### src/rtl/mem_ctrl_pkg.sv
// Shared types for the memory port controller: size codes, FSM states, I/O region tag.
// Latency: n/a (declarations only).
// Backpressure: n/a.
package mem_ctrl_pkg;

  typedef enum logic [1:0] {
    SIZE_BYTE  = 2'b00,
    SIZE_HALF  = 2'b01,
    SIZE_WORD  = 2'b10,
    SIZE_WORD2 = 2'b11
  } size_e;

  typedef enum logic [1:0] {
    IDLE = 2'b00,
    XFER = 2'b01,
    DONE = 2'b10
  } state_e;

  // ram_a[17:16] value marking read-sensitive I/O space; such addresses must be touched once.
  localparam logic [1:0] IO_REGION = 2'b11;

  // Number of bytes moved for a size code; both word encodings move four bytes.
  function automatic logic [2:0] byte_count(input logic [1:0] size);
    case (size)
      2'b00:   return 3'd1;
      2'b01:   return 3'd2;
      default: return 3'd4;
    endcase
  endfunction

endpackage

### src/rtl/mem_port_ctrl_arb.sv
// mem_rr_arbiter: one-hot grant from a request vector, round-robin from ptr or fixed lowest-index.
// Latency: combinational.
// Backpressure: none; the caller decides when a grant is taken (MEMCTRL_ROUND_ROBIN_EN enables ptr).
module mem_rr_arbiter #(
  parameter int NUM_PORTS = 2,
  parameter int PTR_W     = 1
) (
  input  logic [NUM_PORTS-1:0] req,
  input  logic [PTR_W-1:0]     ptr,
  output logic [NUM_PORTS-1:0] gnt
);

  int rank [NUM_PORTS];

`ifdef MEMCTRL_ROUND_ROBIN_EN
  // Rank each port by its distance from the search start; rank 0 is most favoured.
  always_comb begin
    for (int i = 0; i < NUM_PORTS; i++) begin
      rank[i] = (i + NUM_PORTS - int'(ptr)) % NUM_PORTS;
    end
  end
`else
  logic unused_ptr;
  assign unused_ptr = ^ptr;

  // Fixed priority: the port index is its rank, so port 0 always wins.
  always_comb begin
    for (int i = 0; i < NUM_PORTS; i++) begin
      rank[i] = i;
    end
  end
`endif

  // Grant the requesting port that no other requesting port outranks.
  always_comb begin
    gnt = '0;
    for (int i = 0; i < NUM_PORTS; i++) begin
      gnt[i] = req[i];
      for (int j = 0; j < NUM_PORTS; j++) begin
        if (req[j] && (rank[j] < rank[i])) gnt[i] = 1'b0;
      end
    end
  end

endmodule

### src/rtl/mem_port_ctrl.sv
// mem_port_ctrl: arbitrates NUM_PORTS byte/half/word requests onto a byte-wide synchronous RAM.
// Latency: write done 1+n cycles after grant, read done 2+n (word 5/6); one IDLE cycle between grants.
// Backpressure: rdy=0 freezes all state and masks ram_wr; MEMCTRL_ROUND_ROBIN_EN selects round-robin.
module mem_port_ctrl
  import mem_ctrl_pkg::*;
#(
  parameter int NUM_PORTS  = 2,
  parameter int ADDR_WIDTH = 18
) (
  input  logic                         clk,
  input  logic                         rst,
  input  logic                         rdy,
  input  logic [NUM_PORTS-1:0]         req_valid,
  input  logic [NUM_PORTS-1:0]         req_we,
  input  logic [NUM_PORTS*ADDR_WIDTH-1:0] req_addr,
  input  logic [NUM_PORTS*2-1:0]       req_size,
  input  logic [NUM_PORTS*32-1:0]      req_wdata,
  output logic [NUM_PORTS-1:0]         resp_done,
  output logic [31:0]                  resp_rdata,
  output logic [NUM_PORTS-1:0]         busy,
  input  logic [7:0]                   ram_din,
  output logic [7:0]                   ram_dout,
  output logic                         ram_wr,
  output logic [31:0]                  ram_a
);

  localparam int PTR_W = (NUM_PORTS > 1) ? $clog2(NUM_PORTS) : 1;

  state_e                state_q, state_d;
  logic [NUM_PORTS-1:0]  port_q, port_d;
  logic                  we_q, we_d;
  logic [ADDR_WIDTH-1:0] addr_q, addr_d;
  logic [2:0]            n_q, n_d;
  logic [31:0]           wdata_q, wdata_d;
  logic [2:0]            k_q, k_d;
  logic [31:0]           rdata_q, rdata_d;
  logic [31:0]           ram_a_q, ram_a_d;
  logic [7:0]            ram_dout_q, ram_dout_d;
  logic                  ram_wr_q, ram_wr_d;

  logic [NUM_PORTS-1:0]  gnt;
  logic [PTR_W-1:0]      arb_ptr;
  logic                  grant_vld;
  logic                  last_cycle;
  logic                  sel_we;
  logic [ADDR_WIDTH-1:0] sel_addr;
  logic [1:0]            sel_size;
  logic [31:0]           sel_wdata;
  logic [2:0]            k_nxt;
  logic [2:0]            rd_idx;
  logic [ADDR_WIDTH-1:0] addr_nxt;

  mem_rr_arbiter #(
    .NUM_PORTS (NUM_PORTS),
    .PTR_W     (PTR_W)
  ) u_arb (
    .req (req_valid),
    .ptr (arb_ptr),
    .gnt (gnt)
  );

`ifdef MEMCTRL_ROUND_ROBIN_EN
  logic [PTR_W-1:0] ptr_q, ptr_d;

  // Next search starts one past the port just granted.
  always_comb begin
    ptr_d = ptr_q;
    if (grant_vld) begin
      for (int i = 0; i < NUM_PORTS; i++) begin
        if (gnt[i]) ptr_d = PTR_W'((i + 1) % NUM_PORTS);
      end
    end
  end

  // Arbitration pointer register, frozen while rdy is low.
  always_ff @(posedge clk) begin
    if (rst)      ptr_q <= '0;
    else if (rdy) ptr_q <= ptr_d;
  end

  assign arb_ptr = ptr_q;
`else
  assign arb_ptr = '0;
`endif

  assign grant_vld = (state_q == IDLE) && (|gnt);
  assign k_nxt     = k_q + 3'd1;
  assign rd_idx    = k_q - 3'd1;
  assign addr_nxt  = addr_q + ADDR_WIDTH'(k_nxt);
  // Writes end on the last byte cycle; reads need one more cycle for the final RAM byte.
  assign last_cycle = we_q ? (k_nxt == n_q) : (k_q == n_q);

  // Pick the granted port's request fields out of the packed input buses.
  always_comb begin
    sel_we    = 1'b0;
    sel_addr  = '0;
    sel_size  = 2'b00;
    sel_wdata = '0;
    for (int i = 0; i < NUM_PORTS; i++) begin
      if (gnt[i]) begin
        sel_we    = req_we[i];
        sel_addr  = req_addr[i*ADDR_WIDTH +: ADDR_WIDTH];
        sel_size  = req_size[i*2 +: 2];
        sel_wdata = req_wdata[i*32 +: 32];
      end
    end
  end

  // FSM state register; reset beats rdy, rdy=0 holds the current position.
  always_ff @(posedge clk) begin
    if (rst)      state_q <= IDLE;
    else if (rdy) state_q <= state_d;
  end

  // FSM next state: grant only from IDLE, so DONE never re-grants.
  always_comb begin
    state_d = state_q;
    case (state_q)
      IDLE:    if (grant_vld) state_d = XFER;
      XFER:    if (last_cycle) state_d = DONE;
      DONE:    state_d = IDLE;
      default: state_d = IDLE;
    endcase
  end

  // Datapath next values: latch at grant, step one byte per cycle, park the RAM bus at zero after.
  always_comb begin
    port_d     = port_q;
    we_d       = we_q;
    addr_d     = addr_q;
    n_d        = n_q;
    wdata_d    = wdata_q;
    k_d        = k_q;
    rdata_d    = rdata_q;
    ram_a_d    = ram_a_q;
    ram_dout_d = ram_dout_q;
    ram_wr_d   = ram_wr_q;
    case (state_q)
      IDLE: begin
        if (grant_vld) begin
          port_d     = gnt;
          we_d       = sel_we;
          addr_d     = sel_addr;
          n_d        = byte_count(sel_size);
          wdata_d    = sel_wdata;
          k_d        = 3'd0;
          rdata_d    = '0;
          ram_a_d    = 32'(sel_addr);
          ram_dout_d = sel_we ? sel_wdata[7:0] : 8'h00;
          ram_wr_d   = sel_we;
        end
      end
      XFER: begin
        k_d = k_nxt;
        // RAM returns byte k one cycle after its address, i.e. while k_q = k+1.
        if (!we_q && (k_q != 3'd0)) begin
          rdata_d = rdata_q | ({24'h0, ram_din} << {rd_idx, 3'b000});
        end
        if (k_nxt < n_q) begin
          ram_a_d    = 32'(addr_nxt);
          ram_dout_d = we_q ? 8'(wdata_q >> {k_nxt, 3'b000}) : 8'h00;
          ram_wr_d   = we_q;
        end else begin
          // Move off the last address so an I/O location is never presented twice.
          ram_a_d    = '0;
          ram_dout_d = 8'h00;
          ram_wr_d   = 1'b0;
        end
      end
      default: begin
        k_d = 3'd0;
      end
    endcase
  end

  // Datapath registers; reset abandons any transfer in flight.
  always_ff @(posedge clk) begin
    if (rst) begin
      port_q     <= '0;
      we_q       <= 1'b0;
      addr_q     <= '0;
      n_q        <= 3'd0;
      wdata_q    <= '0;
      k_q        <= 3'd0;
      rdata_q    <= '0;
      ram_a_q    <= '0;
      ram_dout_q <= 8'h00;
      ram_wr_q   <= 1'b0;
    end else if (rdy) begin
      port_q     <= port_d;
      we_q       <= we_d;
      addr_q     <= addr_d;
      n_q        <= n_d;
      wdata_q    <= wdata_d;
      k_q        <= k_d;
      rdata_q    <= rdata_d;
      ram_a_q    <= ram_a_d;
      ram_dout_q <= ram_dout_d;
      ram_wr_q   <= ram_wr_d;
    end
  end

  // FSM outputs: completion pulse from DONE, write strobe masked while paused.
  always_comb begin
    resp_done = (state_q == DONE) ? port_q : '0;
    ram_wr    = ram_wr_q & rdy;
  end

  assign busy       = req_valid & ~resp_done;
  assign resp_rdata = rdata_q;
  assign ram_a      = ram_a_q;
  assign ram_dout   = ram_dout_q;

endmodule

### config.mk
export PLATFORM = sky130hd
export DESIGN_NAME = mem_port_ctrl
export DESIGN_NICKNAME = d
export VERILOG_FILES = /design/src/rtl/mem_ctrl_pkg.sv /design/src/rtl/mem_port_ctrl_arb.sv /design/src/rtl/mem_port_ctrl.sv
export SDC_FILE = /design/constraint.sdc
export NUM_CORES = 1
export LEC_CHECK = 0
export ABC_AREA = 1
export CAP_MARGIN = 10
export CELL_PAD_IN_SITES_DETAIL_PLACEMENT = 1
export CELL_PAD_IN_SITES_GLOBAL_PLACEMENT = 1
export CORE_MARGIN = 8
export CORE_UTILIZATION = 29
export DETAILED_ROUTE_END_ITERATION = 8
export PLACE_DENSITY_LB_ADDON = 0.1
export SLEW_MARGIN = 10
export SYNTH_ARGS = -nofsm -noshare
export SYNTH_HDL_FRONTEND = slang
export SYNTH_SLANG_ARGS = --single-unit
### constraint.sdc
create_clock -name clk -period 2 [get_ports clk]
set_clock_uncertainty 0.1 [all_clocks]
set_input_delay 0.5 -clock clk [delete_from_list [all_inputs] [get_ports clk]]
set_output_delay 0.5 -clock clk [all_outputs]
set_load 0.005 [all_outputs]
Word-level counts from Yosys, hierarchy flattened. Cells that the tools add are included.

Flip-flop bits (word level): 134. Input bits: 119.

Equal/unequal tests: 8. Bitwise operators: 4. Reduce and logical (&&, ||, !) cells: 13. $add $sub $neg: 3. Magnitude comparators: 1. Multiplexer cells: 31. Shift-type cells: 2.

Operators with widths (number): $mux W32 (5); $pmux W32 S2 (2); $mux W18 (3); $mux W8 (4); $or A32 B32 Y32 (1); $shl A8 B6 Y32 (1); $shr A32 B6 Y8 (1); $add A18 B3 Y18 (1); $pmux W8 S2 (1); $pmux W3 S2 (2); $mux W2 (5); $reduce_and A3 Y1 (3); $eq A3 B3 Y1 (2); $mux W1 (6); $ne A2 B2 Y1 const B (3); $eq A2 B1 Y1 const B (2); $logic_not A2 Y1 (2); $pmux W2 S2 (1); $reduce_and A4 Y1 (1); $add A3 B1 Y3 const B (1); $lt A3 B3 Y1 (1); $mux W3 (1); $reduce_bool A3 Y1 (1); $sub A3 B1 Y3 const B (1); other kinds (10) (11).

Longest topological paths before layout.
Depth in word-level cells: 5. Depth in mapped cells: 12. Gate-level depth less buffers: 11.

By module. Synthesis repeated with hierarchy kept, for this count alone.

Cells, all modules: 820. Area total of the unflattened synthesis: 5870.6 µm².

By module, submodules not included: mem_port_ctrl (times used 1, cells an instance 817, seq. area each 2402.3 µm², area each 5853.1 µm²); mem_rr_arbiter (times used 1, cells an instance 3, seq. area each 0.0 µm², area each 17.5 µm²).

Worst setup path after synthesis. OpenSTA, ideal clock, no wires.

Path type: flip-flop to flip-flop. From: register k_q[0]. To: register ram_a_q[14] (netlist: ram_a[14]). Arrival: 2.049 ns. Stages on the path, launching flop included: 11. Path buffers: 2. Path slack: -0.219 ns. Data required time: 1.830 ns. Path through: dfxtp_1 -> inv_1 -> clkbuf_1 -> ha_1 -> ha_1 -> nand3b_1 -> nand4_4 -> inv_2 -> buf_4 -> nand3_1 -> a21oi_1.

Word-level cells in the longest chain between the ends: 4. Elaborated cells between the ends (all ways): 5. Those cells by class: 2 x add/sub; 1 x order compare; 2 x mux.

Ends and longest elaborated chain: start, declared (RTL line mem_port_ctrl.sv:35) `logic [2:0] k_q, k_d;`; start signal, assigned (RTL line mem_port_ctrl.sv:195) `k_q <= k_d;`; $add A3 B1 Y3 (*) (RTL line mem_port_ctrl.sv:87) `assign k_nxt = k_q + 3'd1;`; $add A18 B3 Y18 or $lt A3 B3 Y1 (tied branches) (RTL line mem_port_ctrl.sv:89, mem_port_ctrl.sv:159); $mux W18 (*) (RTL line mem_port_ctrl.sv:159) `if (k_nxt < n_q) begin`; $pmux W32 S2 (*) (RTL line mem_port_ctrl.sv:138) `case (state_q)`; end signal, assigned (RTL line mem_port_ctrl.sv:197) `ram_a_q <= ram_a_d;`; end, declared (RTL line mem_port_ctrl.sv:37) `logic [31:0] ram_a_q, ram_a_d;`.

Every way passes the cells marked *; elsewhere a longest branch is shown, timed or not. A chain may end at the register's enable or synchronous reset.

Final worst setup path.
From: register k_q[0]. To: register ram_a_q[6] (netlist: ram_a[6]).

Same word-level chain as after synthesis.

==> reports/results.ini <==
[timing]
hold_viol_final=0
tightest_slew_ps=589
timing.setup.tns_ps=-69.9
layout_setup_ws_ps=-24.7
maxSlewViolCount=0
relSlewSlack=0.603
fin_crit_ps=2020
setup_violations=5
fin_crit_sh=1.01
fmax_mhz=494
rsz0062_at_grt=true

[route]
wirelength_mm=24.2
wl_per_cell_um=17.4
drc=0
wl_met2_mm=11.8
first_pass_iters=4
drt_iter0_drc=332
top_layer_used=met4
ant_nets=0
met1_length_mm=10.7
vias=6691
via_per_inst=4.81
route.met3.wl_mm=1.34

[worst_setup_path]
critPathMaxFanout=4
crit_cells=10
slowest_stage=dfxtp_4
cp.arrival_ps=2270
rrSetupSlack_ps=-20
worstPathRequired_ps=2250
cp-end-kind=flop
worstReg2RegStart=k_q[0]
critical_path_class=flop to flop
worst_setup_path_start_kind=flop
path_delay_family=adder cells
path_cells=ha_4, xor2_4, ha_4, nand2_4, nand2_2, nand3_1, buf_4, a21oi_1, o21ai_1, a21oi_1
r2r.worst_path.cells=10
max_stage_delay_ps=360
crit_buf_inv=1
r2r_end=ram_a[6]

[finish]
final_cell_mix=174 x clkdlybuf4s50_1, 165 x nand2_1, 117 x dfxtp_1, 83 x inv_1, 82 x o21ai_0
n_antenna_cell=0
fin_util=0.475
drive_gt1_frac=0.176
final_common_cell=clkdlybuf4s50_1
layout.nets=1236
syn_to_final_growth_pct=60.1

[power_and_ir_drop]
p_total_w=0.00745
leakage_nw=3.80
switching_share=0.291
p_int_w=0.00528
peakVddDrop_v=0.000531
clock_power_share=0.435
power_density_mw_per_mm2=773
netSwitchingPower_w=0.00217
pwr-share-comb=0.210
seq_power_share=0.356

[worst_hold_path]
holdCritPathClass=flop to flop
hold_path_end=resp_rdata[11]
hp-start=resp_rdata[11]
holdPathStages=2

[status]
violations=setup timing
status=complete, but fails checks

[global_route]
grt_pass1_vias=7156
grt.overflow.total=0
grt_first_pass_wirelength_mm=38.3
antenna_found_initial=0
grtUsageTotal=0.186
grt_max_degree=54

[cts]
insertion_delay_ps=420
ctsLongestPathBuffers=2
cts_sinks=120
numCtsBuffers=17
tritoncts=done
ctsHtreeMaxLevel=4
cts_root_buf=clkbuf_16
clk_pin_slew_worst_paths_ps=60

[floorplan]
die_w_um=160
initial_utilization=0.297
die_area_mm2=0.0256
die_y_um=160
placement_rows=52
ios=196
core_mm2=0.0203

[logic_synthesis]
ys_types=36
yosys_warnings=0
syn_avg_cell_area_um2=6.86
ys_ff_latch=120
ys_seq_area_frac=0.399
synthCells=878
netlist_area_mm2=0.00602

[placed_design]
pre_cts_slack_ps=-499
io_buffers=181
gp_congestion=0.810
dpl.hpwl_mm=18.0

[job]
max_cap_viol_count=0

-- cell type report --
type | count | area, µm²
fillers | 2534 | 10700
multi-input cells | 613 | 3340
repair buffers | 262 | 2570
flip-flops and latches | 120 | 2410
clock buffers | 17 | 425
inverters | 93 | 363
well taps | 270 | 338
clock inverters | 15 | 193
-- power by group through the flow --
| stage | sequential, W | clock (W) | combinational [W] |
|---|---|---|---|
| final | 0.00265 | 0.00324 | 0.00156 |
| after global placement | 0.00269 | 0 | 0.00146 |
| after global routing | 0.00267 | 0.00342 | 0.00172 |
| after CTS | 0.00265 | 0.00330 | 0.00153 |
| after detailed placement | 0.00269 | 0 | 0.00147 |
| after floorplan | 0.00267 | 0 | 0.000694 |
-- per-layer routing --
metal	track usage	vias up
li1	-	3340
met1	0.229	3163
met2	0.315	167
met3	0.0476	21
met4	0.0510	0
met5	0	-
-- kinds of logic after synthesis --
group | after synthesis | share of synthesized area
DFF | 120 | 0.399
buffers and inverters | 158 | 0.114
other | 1 | 0.000623
adders and majority gates | 10 | 0.0220
and+or+nand+nor | 352 | 0.254
AOI/OAI and AO/OA | 234 | 0.206
xor gates and xnor gates | 3 | 0.00436
-- tightest hold or removal path: stages, from the launching register on --
cell and delay, ps:
dfxtp_1 310, inv_1 50, a21oi_1 50
-- repair_timing --
item	in CTS	in global routing
setup buffers	1	3
pin swaps	21	32
endpoints found under the setup margin	66	35
gates cloned	0	0
gates resized for setup	67	50
hold buffers	0	0
-- cell usage after synthesis, drive strengths merged --
cell type	n	share of area
a211oi	3	0.0037
a21oi	94	0.078
a22oi	1	0.0012
a31oi	29	0.030
buf	35	0.038
clkbuf	30	0.019
clkinv	1	0.00062
conb	1	0.00062
dfxtp	120	0.40
fa	1	0.0033
ha	9	0.019
inv	92	0.057
nand2	184	0.12
nand3	86	0.071
nand3b	1	0.0012
nand4	6	0.0087
nor2	71	0.049
nor3	3	0.0044
o211ai	1	0.0012
o21ai	94	0.079
o22ai	11	0.011
o31ai	1	0.0012
or2	1	0.0010
xnor2	2	0.0029
xor2	1	0.0015
-- sequential cells by signal (all words and copies together), names as in the netlist --
signal	flops
addr_q	18
resp_rdata	32
wdata_q	32
n_q	3
we_q	1
port_q	2
ram_a	18
k_q	3
state_q	2
ram_wr_q	1
ram_dout	8
-- metrics by stage --
step | hold slack (ps) | cell area, µm² | instances
2_1_floorplan | 347 | 6090 | 891
3_3_place_gp | 340 | 8610 | 1355
3_5_place_dp | 343 | 8610 | 1355
4_1_cts | 353 | 9440 | 1387
5_1_grt | 382 | 9640 | 1390
6_report | 349 | 9640 | 1390
-- worst max-delay path by stage --
| stage | start | end | slack [ps] |
|---|---|---|---|
| after floorplan | k_q[0] | ram_a[14] | 20 |
| after global placement | req_valid[0] | busy[0] | -480 |
| after detailed placement | req_valid[1] | resp_rdata[23] | -500 |
| after CTS | k_q[0] | ram_a[10] | -40 |
| after global routing | k_q[0] | ram_a[6] | -110 |
| final | k_q[0] | ram_a[6] | -20 |
Note: power is estimated with default switching activity, not from simulation.
